[src/rtl/sram_ctrl.sv]
// Single-outstanding valid/ready controller for one SRAM macro. Byte-strobed writes are done as read-modify-write.
// Latency: full/zero-strobe write ack on the accept edge; read and partial write respond one edge later. SRAM_CTRL_CLEAR_EN adds a zero-fill sweep after reset.
module sram_ctrl #(
  parameter int WIDTH  = 32,
  parameter int DEPTH  = 512,
  parameter int ADDR_W = $clog2(DEPTH)
) (
  input  logic              CLK,
  input  logic              RST,
  input  logic              req_valid,
  output logic              req_ready,
  input  logic              req_write,
  input  logic [ADDR_W-1:0] req_addr,
  input  logic [WIDTH-1:0]  req_wdata,
  input  logic [WIDTH/8-1:0] req_strb,
  output logic              rsp_valid,
  input  logic              rsp_ready,
  output logic              rsp_write,
  output logic [WIDTH-1:0]  rsp_rdata,
  output logic              sram_cen,
  output logic              sram_gwen,
  output logic [WIDTH-1:0]  sram_wen,
  output logic [ADDR_W-1:0] sram_a,
  output logic [WIDTH-1:0]  sram_d,
  input  logic [WIDTH-1:0]  sram_q
);

  localparam int NB = WIDTH / 8;

  typedef enum logic [1:0] {
    IDLE     = 2'd0,
    RD_WAIT  = 2'd1,
    RMW_WAIT = 2'd2
`ifdef SRAM_CTRL_CLEAR_EN
    , CLEAR  = 2'd3
`endif
  } state_t;

  typedef struct packed {
    logic [ADDR_W-1:0] addr;
    logic [WIDTH-1:0]  wdata;
    logic [NB-1:0]     strb;
  } rmw_t;

  state_t             state_q, state_d;
  logic               rsp_valid_q, rsp_valid_d;
  logic               rsp_write_q, rsp_write_d;
  logic [WIDTH-1:0]   rsp_rdata_q, rsp_rdata_d;
  rmw_t               rmw_q, rmw_d;
`ifdef SRAM_CTRL_CLEAR_EN
  logic [ADDR_W-1:0]  clr_addr_q, clr_addr_d;
`endif

  logic accept;
  logic strb_full;
  logic strb_none;

  assign req_ready = (state_q == IDLE) && (!rsp_valid_q || rsp_ready);
  assign accept    = req_valid && req_ready;
  assign strb_full = &req_strb;
  assign strb_none = ~|req_strb;

  assign rsp_valid = rsp_valid_q;
  assign rsp_write = rsp_write_q;
  assign rsp_rdata = rsp_rdata_q;
  // The macro writes ~WEN & D, so bit masking is never used; partial writes go through RMW.
  assign sram_wen  = '0;

  always_comb begin
    state_d     = state_q;
    rsp_valid_d = rsp_valid_q;
    rsp_write_d = rsp_write_q;
    rsp_rdata_d = rsp_rdata_q;
    rmw_d       = rmw_q;
`ifdef SRAM_CTRL_CLEAR_EN
    clr_addr_d  = clr_addr_q;
`endif
    sram_cen    = 1'b1;
    sram_gwen   = 1'b1;
    sram_a      = '0;
    sram_d      = '0;

    if (rsp_valid_q && rsp_ready) begin
      rsp_valid_d = 1'b0;
      rsp_write_d = 1'b0;
      rsp_rdata_d = '0;
    end

    case (state_q)
      IDLE: begin
        if (accept) begin
          if (!req_write) begin
            sram_cen = 1'b0;
            sram_a   = req_addr;
            state_d  = RD_WAIT;
          end else if (strb_none) begin
            rsp_valid_d = 1'b1;
            rsp_write_d = 1'b1;
            rsp_rdata_d = '0;
          end else if (strb_full) begin
            sram_cen    = 1'b0;
            sram_gwen   = 1'b0;
            sram_a      = req_addr;
            sram_d      = req_wdata;
            rsp_valid_d = 1'b1;
            rsp_write_d = 1'b1;
            rsp_rdata_d = '0;
          end else begin
            // Fetch the old word now; the merged write is issued next cycle.
            sram_cen    = 1'b0;
            sram_a      = req_addr;
            rmw_d.addr  = req_addr;
            rmw_d.wdata = req_wdata;
            rmw_d.strb  = req_strb;
            state_d     = RMW_WAIT;
          end
        end
      end

      RD_WAIT: begin
        rsp_valid_d = 1'b1;
        rsp_write_d = 1'b0;
        rsp_rdata_d = sram_q;
        state_d     = IDLE;
      end

      RMW_WAIT: begin
        sram_cen  = 1'b0;
        sram_gwen = 1'b0;
        sram_a    = rmw_q.addr;
        for (int b = 0; b < NB; b++) begin
          sram_d[8*b +: 8] = rmw_q.strb[b] ? rmw_q.wdata[8*b +: 8] : sram_q[8*b +: 8];
        end
        rsp_valid_d = 1'b1;
        rsp_write_d = 1'b1;
        rsp_rdata_d = '0;
        state_d     = IDLE;
      end

`ifdef SRAM_CTRL_CLEAR_EN
      CLEAR: begin
        sram_cen   = 1'b0;
        sram_gwen  = 1'b0;
        sram_a     = clr_addr_q;
        sram_d     = '0;
        clr_addr_d = clr_addr_q + 1'b1;
        if (clr_addr_q == ADDR_W'(DEPTH - 1)) begin
          state_d = IDLE;
        end
      end
`endif

      default: begin
        state_d = IDLE;
      end
    endcase
  end

  always_ff @(posedge CLK or posedge RST) begin
    if (RST) begin
`ifdef SRAM_CTRL_CLEAR_EN
      state_q    <= CLEAR;
      clr_addr_q <= '0;
`else
      state_q    <= IDLE;
`endif
      rsp_valid_q <= 1'b0;
      rsp_write_q <= 1'b0;
      rsp_rdata_q <= '0;
      rmw_q       <= '0;
    end else begin
      state_q     <= state_d;
`ifdef SRAM_CTRL_CLEAR_EN
      clr_addr_q  <= clr_addr_d;
`endif
      rsp_valid_q <= rsp_valid_d;
      rsp_write_q <= rsp_write_d;
      rsp_rdata_q <= rsp_rdata_d;
      rmw_q       <= rmw_d;
    end
  end

endmodule
[config.mk]
export PLATFORM = sky130hd
export DESIGN_NAME = sram_ctrl
export DESIGN_NICKNAME = d
export VERILOG_FILES = /design/src/rtl/sram_ctrl.sv
export SDC_FILE = /design/constraint.sdc
export NUM_CORES = 1
export LEC_CHECK = 0
export CAP_MARGIN = 20
export CORE_MARGIN = 2
export CORE_UTILIZATION = 42
export CTS_CLUSTER_SIZE = 8
export DETAILED_ROUTE_END_ITERATION = 8
export PLACE_DENSITY_LB_ADDON = 0.25
export SYNTH_ARGS = -nofsm -noshare
export SYNTH_HDL_FRONTEND = slang
export SYNTH_SLANG_ARGS = --single-unit
[constraint.sdc]
create_clock -name CLK -period 3.1 [get_ports CLK]
set_input_delay 0.62 -clock CLK [delete_from_list [all_inputs] [get_ports CLK]]
set_output_delay 0.62 -clock CLK [all_outputs]
set_load 0.03 [all_outputs]
==> impl_metrics.tcl, run 1 <==
set metrics [dict create \
    status "completed" \
    clock-sinks 81 \
    wl_met3_um 776 \
    grtUsageTotal_pct 19.8 \
    synthTopCellsByArea "dfrtp_1, mux2_2, a22o_1, buf_4, ha_1" \
    post_cts_buffers 0 \
    rsz0062_at_grt "true" \
    endpoint_kind "primary output" \
    cp_data_required_time_ps 2480 \
    hold_path.class "reg -> reg" \
    areaGrowthSynthToFinish_pct 40.6 \
    dp_slack_ps 34.2 \
    syn_area_sq_um 4160 \
    yosysUniqueCellTypes 28 \
    die_w_um 104 \
    antennaDiodeCount 0 \
    synth_edf_count 0 \
    ios 192 \
    critPathMaxFanout 14 \
    cp-start-kind "input pin" \
    setup_ws_ps 80.4 \
    wire_per_inst_um 17.1 \
    portBuffers 159 \
    drive_gt1_share_pct 31.6 \
    whs_ps 491 \
    grt_pass1_vias 3368 \
    fmax_mhz 331 \
    nets 570 \
    clockBufferDepth 2 \
    gp_congestion 0.755 \
    synth_most_common_cell "dfrtp_1" \
    clock_skew_ps 7.18 \
    drt-vias-per-instance 5.16 \
    p_per_area_nw_per_um2 1040 \
    cts_tree "done" \
    vias 3204 \
    path_cells "clkdlybuf4s50_1 -> nor2b_1 -> or3_1 -> nor2_2 -> buf_4 -> a22o_1 -> buf_4" \
    cpMaxStageDelayCell "clkdlybuf4s50_1" \
    totalWireLength_um 10600 \
    fp.dieH_um 104 \
    route.detailed.drc 0 \
    critPathKind "in -> out" \
    grt_max_degree 43 \
    rows 36 \
    hold_buffers 0 \
    grt_overflow_total 0 \
    ys_seq_area_share_pct 48.7 \
    leakage_uw 0.00260 \
    syn_avg_cell_area_sq_um 12.8 \
    synth_top_area_share_pct 48.7 \
    antenna_found_initial 0 \
    cts_resized 0 \
    detailed_place_hpwl_um 7620 \
    setup_violations 0 \
    clk_latency_ps 340 \
    core_area_sq_um 9680 \
    cts_root_buffer "clkbuf_8" \
    drt_iter0_markers 89 \
    cp_data_arrival_time_ps 2400 \
    slew_headroom_pct 35.0 \
    cp_slowest_stage_delay_ps 500 \
    tightest_slew_ps 973 \
    htreeDepth 3 \
    peakVddDrop_mv 0.713 \
    synth_seq_cells 81 \
    ys_top_cells_by_count "dfrtp_1, mux2_2, a22o_1, buf_4, clkbuf_1" \
    met2_length_um 5210 \
    cts_buffers 9 \
    drv_slew 0 \
    clk_pin_slew_ps 80 \
    ant_nets 0 \
    fin_crit_ps 3020 \
    synth.largest_area_cell "dfrtp_1" \
    grt_pass1_wl_um 17300 \
    synth_top_flop_cell "dfrtp_1" \
    max-cap-violations 0 \
    first_pass_iters 4 \
    yosys_warnings 0 \
    start_util_pct 43.0 \
    synthArstFlopShare_pct 100 \
    period_share_pct 97.4 \
    hold_viol 0 \
    critical-path-top-delay-family "buffers and inverters" \
    dieArea_sq_um 10700 \
    cp_num_buf_inv 3 \
    top_layer "met4" \
    wl_met1_um 4420 \
    postSynthCellCount 326 \
    crit_top_cell "buf_4" \
]
[final timing paths]
check                           slack, ps                       to                    from  cells past startpoint
worst max-delay path                   80               sram_d[23]               rsp_ready                      7
worst min-delay path                  490    rmw_q[30]$_DFFE_PP0P_   rmw_q[30]$_DFFE_PP0P_                      1
worst max register to register        820    rmw_q[38]$_DFFE_PP0P_  state_q[0]$_DFFE_PP0P_                      8
worst min register to register        490    rmw_q[30]$_DFFE_PP0P_   rmw_q[30]$_DFFE_PP0P_                      1
max in group asynchronous            1700  rsp_rdata[23]$_DFF_PP0_                     RST                      3
min in group asynchronous             650   rsp_rdata[5]$_DFF_PP0_                     RST                      2
[registers in the layout, summed over array words and instances, names as in the netlist]
signal and cells:
rmw_q 45, rsp_rdata 32, rsp_valid 1, state_q 2
rsp_write 1
[metal layers]
layer,vias to the layer above,GRT usage [%]
met1,1601,24.1
met5,-,0
met4,0,7.34
met3,16,5.73
li1,1461,-
met2,126,33.6
[power breakdown]
part | switching, uW | internal [uW] | total (uW)
combinational | 1820 | 1610 | 3430
clock | 377 | 305 | 683
sequential | 368 | 1590 | 1950
total | 2570 | 3500 | 6060
[placed cells by master (no fill, tap or decap)]
master	instances
dlymetal6s2s_1	1
or3_1	1
clkbuf_8	10
mux2_1	2
nor2b_2	1
a21oi_4	1
and2_1	1
buf_6	1
nand3_1	1
conb_1	32
mux2_2	75
nor2_2	1
dfrtp_1	81
or4_4	1
clkinvlp_4	3
nand2b_1	1
a22o_1	73
clkdlybuf4s50_1	116
o221a_2	1
nand2_1	3
ha_1	2
o21ai_0	4
nor2_4	1
buf_4	53
o22ai_1	1
nor2b_1	2
nand4_1	1
nor2_1	6
a2111oi_4	1
ha_2	2
inv_1	5
clkinv_2	3
a21o_1	1
[layout make-up]
cell class	instances	area (sq um)
multi-input cells	215	1880
well taps	133	166
fillers	837	3830
clock buffers	10	138
inverters	6	23.8
clock inverters	5	32.5
repair buffers	171	1580
flip-flops and latches	81	2030
[through the flow]
step	instances	instance area, sq um	utilization [%]	power (uW)	TNS (ps)
after global routing	621	5850	60.5	6400	-249
after floorplan	357	4280	-	4240	0
after CTS	621	5850	60.4	6110	0
final	621	5850	60.5	6060	0
after global placement	606	5680	58.6	5350	0
after detailed placement	606	5680	58.6	5410	0
[kinds of logic after synthesis]
logic type	after synthesis	synth area share, %
compound gates	82	17.3
flops	81	48.7
mux	77	20.8
buf+inv	61	9.38
simple gates	20	2.50
fa+ha+maj	4	1.20
other cells	1	0.0901
Power figures use the tool's default switching activity.
==> run 2, diff against run 1 <==
Settings changed: ABC_CLOCK_PERIOD_IN_PS set to 3100, CORE_UTILIZATION 42 to 40, CTS_BUF_LIST set to sky130_fd_sc_hd__clkbuf_8.
==> run 2 against run 1 <==
Against the previous run:
- count of clock-buffer cells in the layout stayed put
- maximum frequency increased by 0.80%
- critical endpoint is now sram_a[3]
- global-route usage shrank 0.64 points
- die area rose by 4.8%
- total power is 1.4% higher
- critical path depth unchanged
- flip-flop and latch count did not move
- worst hold slack worse by 4.4 ps
==> impl_metrics.tcl, run 2 (synthesized netlist as in run 1, its figures left out) <==
set metrics [dict create \
    reg2reg_from "state_q[1]$_DFFE_PP0P_" \
    cp_slowest_stage_delay_ps 590 \
    start_util_pct 40.7 \
    cpMaxStageDelayCell "or4_4" \
    portBuffers 159 \
    gp_congestion 0.806 \
    switchingPower_uw 2570 \
    totalWireLength_um 10800 \
    hold_path.class "reg -> reg" \
    status "completed" \
    drv_slew 0 \
    largest_reg_flops 45 \
    path_cells "clkdlybuf4s50_1 -> or4_4 -> nor2_1 -> nor2_1 -> buf_4 -> a22o_1 -> buf_4" \
    areaGrowthSynthToFinish_pct 41.7 \
    grt_pass1_vias 3374 \
    hold-path-endpoint "rmw_q[31]$_DFFE_PP0P_" \
    core_area_sq_um 10200 \
    die_w_um 106 \
    ant_nets 0 \
    drive_gt1_share_pct 31.3 \
    max-cap-violations 0 \
    dieArea_sq_um 11200 \
    cts_buffers 9 \
    detailed_place_hpwl_um 7580 \
    first_pass_iters 4 \
    setup_violations 0 \
    switching_share_pct 41.7 \
    comb_power_share_pct 56.1 \
    regToRegEndpoint "rmw_q[18]$_DFFE_PP0P_" \
    antenna_found_initial 0 \
    nets 569 \
    fin_crit_ps 3000 \
    route.detailed.drc 0 \
    power_frac_clock_pct 12.1 \
    ios 192 \
    hold_buffers 0 \
    cp_data_arrival_time_ps 2380 \
    final_util_pct 57.7 \
    seq_power_share_pct 31.8 \
    final.setup.tns_ps 0 \
    period_share_pct 96.6 \
    tightest_slew_ps 969 \
    clock-sinks 81 \
    clk_pin_slew_ps 70 \
    grtUsageTotal_pct 19.2 \
    power.internal_uw 3580 \
    grt_overflow_total 0 \
    critPathKind "in -> out" \
    cp_data_required_time_ps 2480 \
    fmax_mhz 334 \
    top_register "rmw_q" \
    clk_latency_ps 340 \
    grt_max_degree 46 \
    holdPathStages 1 \
    critical-path-top-delay-family "buffers and inverters" \
    wire_per_inst_um 17.4 \
    cp_num_buf_inv 3 \
    cts_tree "done" \
    drt-vias-per-instance 5.16 \
    clockBufferDepth 2 \
    r2r_slack_ps 810 \
    mostFrequentLayoutCell "clkdlybuf4s50_1" \
    critPathMaxFanout 10 \
    rows 37 \
    peakVddDrop_mv 0.644 \
    vias 3211 \
    rsz0062_at_grt "false" \
    hold_viol 0 \
    antennaDiodeCount 0 \
    slew_headroom_pct 35.3 \
    worst-r2r-cell-count 8 \
    drt_iter0_markers 80 \
    cts_root_buffer "clkbuf_8" \
    p_per_area_nw_per_um2 1040 \
    endpoint_kind "primary output" \
    grt_pass1_wl_um 17100 \
    clock_skew_ps 10.2 \
    fp.dieH_um 106 \
    leakage_uw 0.00262 \
    htreeDepth 3 \
    layout_common_cells "clkdlybuf4s50_1, dfrtp_1, mux2_2" \
    cp-start-kind "input pin" \
    min_from "rmw_q[31]$_DFFE_PP0P_" \
]
-- run 2: changes by cell type in the layout (fill, tap and decap cells not counted) --
cell	delta
clkinvlp_4	-3
nor2_2	-1
nor2_4	+1
bufinv_16	+1
buf_12	+2
buf_4	-4
buf_8	+1
clkinv_2	+1
-- run 2: worst reg2reg max path: stages, from the launching register on --
cell and delay [ps]:
dfrtp_1 440, inv_1 110, ha_2 260, nand2_1 80, or3_1 370, buf_4 170, nor2_4 110, buf_12 270
mux2_2 380
-- run 2: per-layer routing --
layer / part of all wire (%) / vias to the layer above / global-route usage [%] / routed length (um)
li1: - / 1459 / - / -
met1: 41 / 1622 / 23.1 / 4470
met2: 51 / 123 / 33.5 / 5460
met3: 7.1 / 7 / 5.46 / 762
met4: 0.98 / 0 / 5.73 / 106
met5: 0 / - / 0 / 0
-- run 2: power groups by stage --
| stage | logic (uW) | registers, uW | clock network, uW |
|---|---|---|---|
| floorplan | 1990 | 2250 | 0 |
| global placement | 3410 | 1950 | 0 |
| detailed placement | 3460 | 1970 | 0 |
| CTS | 3470 | 1960 | 768 |
| global route | 3660 | 2030 | 812 |
| finish | 3450 | 1960 | 746 |
-- run 2: metrics by stage --
stage          power [uW]  instance area, sq um  hold WS [ps]  cells  worst slack, ps
6_report             6150                  5900           487    622              104
5_1_grt              6500                  5900           510    622             2.98
4_1_cts              6200                  5880           491    622             1.19
3_5_place_dp         5430                  5700           473    608             39.2
3_3_place_gp         5360                  5700           462    608             73.4
2_1_floorplan        4240                  4280           452    357              400
-- run 2: worst max-delay path by stage --
stage	endpoint	from	cells after the start
2_1_floorplan	rmw_q[0]$_DFFE_PP0P_	RST	1
6_report	sram_a[3]	req_strb[3]	7
5_1_grt	sram_d[22]	state_q[1]$_DFFE_PP0P_	8
3_3_place_gp	sram_gwen	req_write	6
4_1_cts	sram_gwen	state_q[1]$_DFFE_PP0P_	7
3_5_place_dp	sram_gwen	req_write	6
-- run 2: layout make-up --
type	instances	area [sq um]
clock buffer	10	138
sequential	81	2030
clock inverter	4	45.0
multi-input combinational	215	1890
tap	136	170
inverter	6	23.8
timing repair buffer	170	1610
fill	885	4330
-- run 2: what timing repair did --
| action | CTS | global route |
|---|---|---|
| setup endpoints to repair | 0 | 33 |
| setup buffers | 0 | 0 |
| gates resized for setup | 0 | 6 |
==> run 3, diff against run 2 <==
Settings changed: GPL_ROUTABILITY_DRIVEN set to 0, SKIP_LAST_GASP set to 1.
==> results of run 3 <==
No change in the layout: final DEF, timing and power equal those of run 2.
==> RTL change: new RTL, config.mk and constraints of run 2 <==
Re-encode `state_t` (3 states) as one-hot, 3 bits wide.
--- a/src/rtl/sram_ctrl.sv
+++ b/src/rtl/sram_ctrl.sv
@@ -27,10 +27,10 @@
 
   localparam int NB = WIDTH / 8;
 
-  typedef enum logic [1:0] {
-    IDLE     = 2'd0,
-    RD_WAIT  = 2'd1,
-    RMW_WAIT = 2'd2
+  typedef enum logic [2:0] {
+    IDLE     = 3'b001,
+    RD_WAIT  = 3'b010,
+    RMW_WAIT = 3'b100
 `ifdef SRAM_CTRL_CLEAR_EN
     , CLEAR  = 2'd3
 `endif
Function: no difference found for any inputs over 4 cycles, from zero or initial values and one cycle with RST high; so few cycles prove little.
==> RTL change against run 2 <==
Wire length grew 0.29%; critical path depth unchanged; setup slack worse by 29 ps; area after synthesis fell by 1.7%; first-iteration DRC count grew 2.5%; sequential cell count rose by 1; cell area is 1.7% higher.
Power is not compared: it rests on default switching activity, and its combinational part moved more than twofold at a synthesized area within 25%.
==> RTL change: results (changes against run 2) <==
- Cell leakage power: 2.68 nW
- Hold path cells: 1 (unchanged)
- Clock Skews: 8.41 ps (-1.82 ps)
- Post-synth top cells: dfrtp_1, a22o_1, mux2_1
- Vias in the first global route: 3275 (-2.9%)
- Arrival @ worst endpoint: 2400 ps (+20 ps)
- Placed Cells: 601 (-1.2%)
- Global-route wire length before repair: 17000 microns (about the same)
- Seq/Total Area, Yosys: 50.2% (+1.5 points)
- DR iter-0 viols: 82 (+2.5%)
- Synth cell types: 33 (+18%)
- Crit path largest cell delay: 530 ps (-60 ps)
- Drt pass-1 iters: 4 (unchanged)
- Area after DPL: 5690 sq um (-0.15%)
- CP Max Fanout: 4 (-6)
- Total track usage: 19.3% (+0.12 points)
- Layout filler cell count: 815 (-7.9%)
- Nets: 571 (+0.35%)
- Adder-Cell Fraction of Synth Area: 0% (-1.2 points)
- Post-synthesis mux area share: 20.2% (-0.60 points)
- Post-synthesis compound-gate area fraction: 17.1% (-0.20 points)
- Vias per inst: 5.14 (-0.46%)
- R2R depth: 6 (-2)
- Least-Margin Pin Slew: 965 ps (-4.29 ps)
- Pin count of the biggest net entering global routing: 48 (+4.3%)
- Synthesized area per cell: 13.0 sq um (+1.8%)
- Initial antenna violation count: 0 (unchanged)
- Routed len/inst: 17.3 microns (-0.51%)
- Final wirelength: 10800 microns (+0.29%)
- Synth area leaders: dfrtp_1, mux2_1, a22o_1
- DP HPWL: 7450 microns (-1.7%)
- Worst R2R Setup Slack: 500 ps (-310 ps)
- Gp weighted congestion: 0.789 (-2.1%)
- Yosys Warn Count: 0 (unchanged)
- # diodes: 0 (unchanged)
- Critical path startpoint: state_q[0]
- Status: complete, no violations
- Crit-path slowest cell: dfstp_2
- Hold Startpoint: rmw_q[18]
- Layout cells sized above 1: 20.6% (-11 points)
[RTL change: logic make-up after synthesis]
logic type | Yosys count
AO/OA/AOI/OAI | 78
buffers and inverters | 55
flip-flops | 82
multiplexers | 77
other | 1
AND/OR/NAND/NOR | 22
[RTL change: area by class of cell]
class,instances,share of cell area [%]
multi-input cells,210,30.6
clock inverters,7,0.667
flip-flops and latches,82,34.2
well taps,133,2.77
inverters,2,0.146
clock buffers,9,2.06
repair buffers,184,29.5
[RTL change: path summary, 6_finish.rpt]
path,to
min reg2reg,rmw_q[18]
min in group asynchronous,rsp_rdata[17]
max,sram_gwen
max reg2reg,rmw_q[24]
max in group asynchronous,state_q[0]
min,rmw_q[18]
[RTL change: what timing repair did]
action                                  CTS  global route
resized for setup                         7             4
setup buffers                             0             7
gates cloned                              1             2
endpoints found under the setup margin   43            27
pin swaps                                 1             1
[RTL change: power by group]
| part | leakage, nW | internal (mW) | total (mW) | switching [mW] |
|---|---|---|---|---|
| clock | 0.0836 | 0.282 | 0.671 | 0.389 |
| combinational | 1.57 | 0.777 | 1.53 | 0.752 |
| sequential | 1.03 | 1.44 | 1.74 | 0.293 |
| total | 2.68 | 2.50 | 3.94 | 1.43 |
[RTL change: layer usage]
metal / global-route usage, % / routed length (microns) / part of all wire (%) / vias up
met4: 6.00 / 107 / 0.99 / 0
met2: 31.0 / 5080 / 47 / 137
li1: - / - / - / 1483
met3: 3.68 / 651 / 6.0 / 9
met1: 26.5 / 4990 / 46 / 1593
met5: 0 / 0 / 0 / -
[RTL change: worst max-delay path: cells and delay by family (launching register included)]
family	cells	cell delay [ps]
simple gates	4	930
buf+inv	3	590
flops	1	530
[RTL change: stage by stage]
step | TNS (ps) | power (mW) | utilization [%] | hold WS, ps | setup slack, ps
4_1_cts | 0 | 3.96 | 59.6 | 491 | 18.4
6_report | 0 | 3.94 | 60.8 | 488 | 75.1
3_5_place_dp | 0 | 3.27 | 57.7 | 474 | 55.9
5_1_grt | -17.3 | 4.17 | 60.8 | 499 | -10.3
3_3_place_gp | 0 | 3.24 | 57.7 | 465 | 90.5
2_1_floorplan | 0 | 2.68 | - | 452 | 373
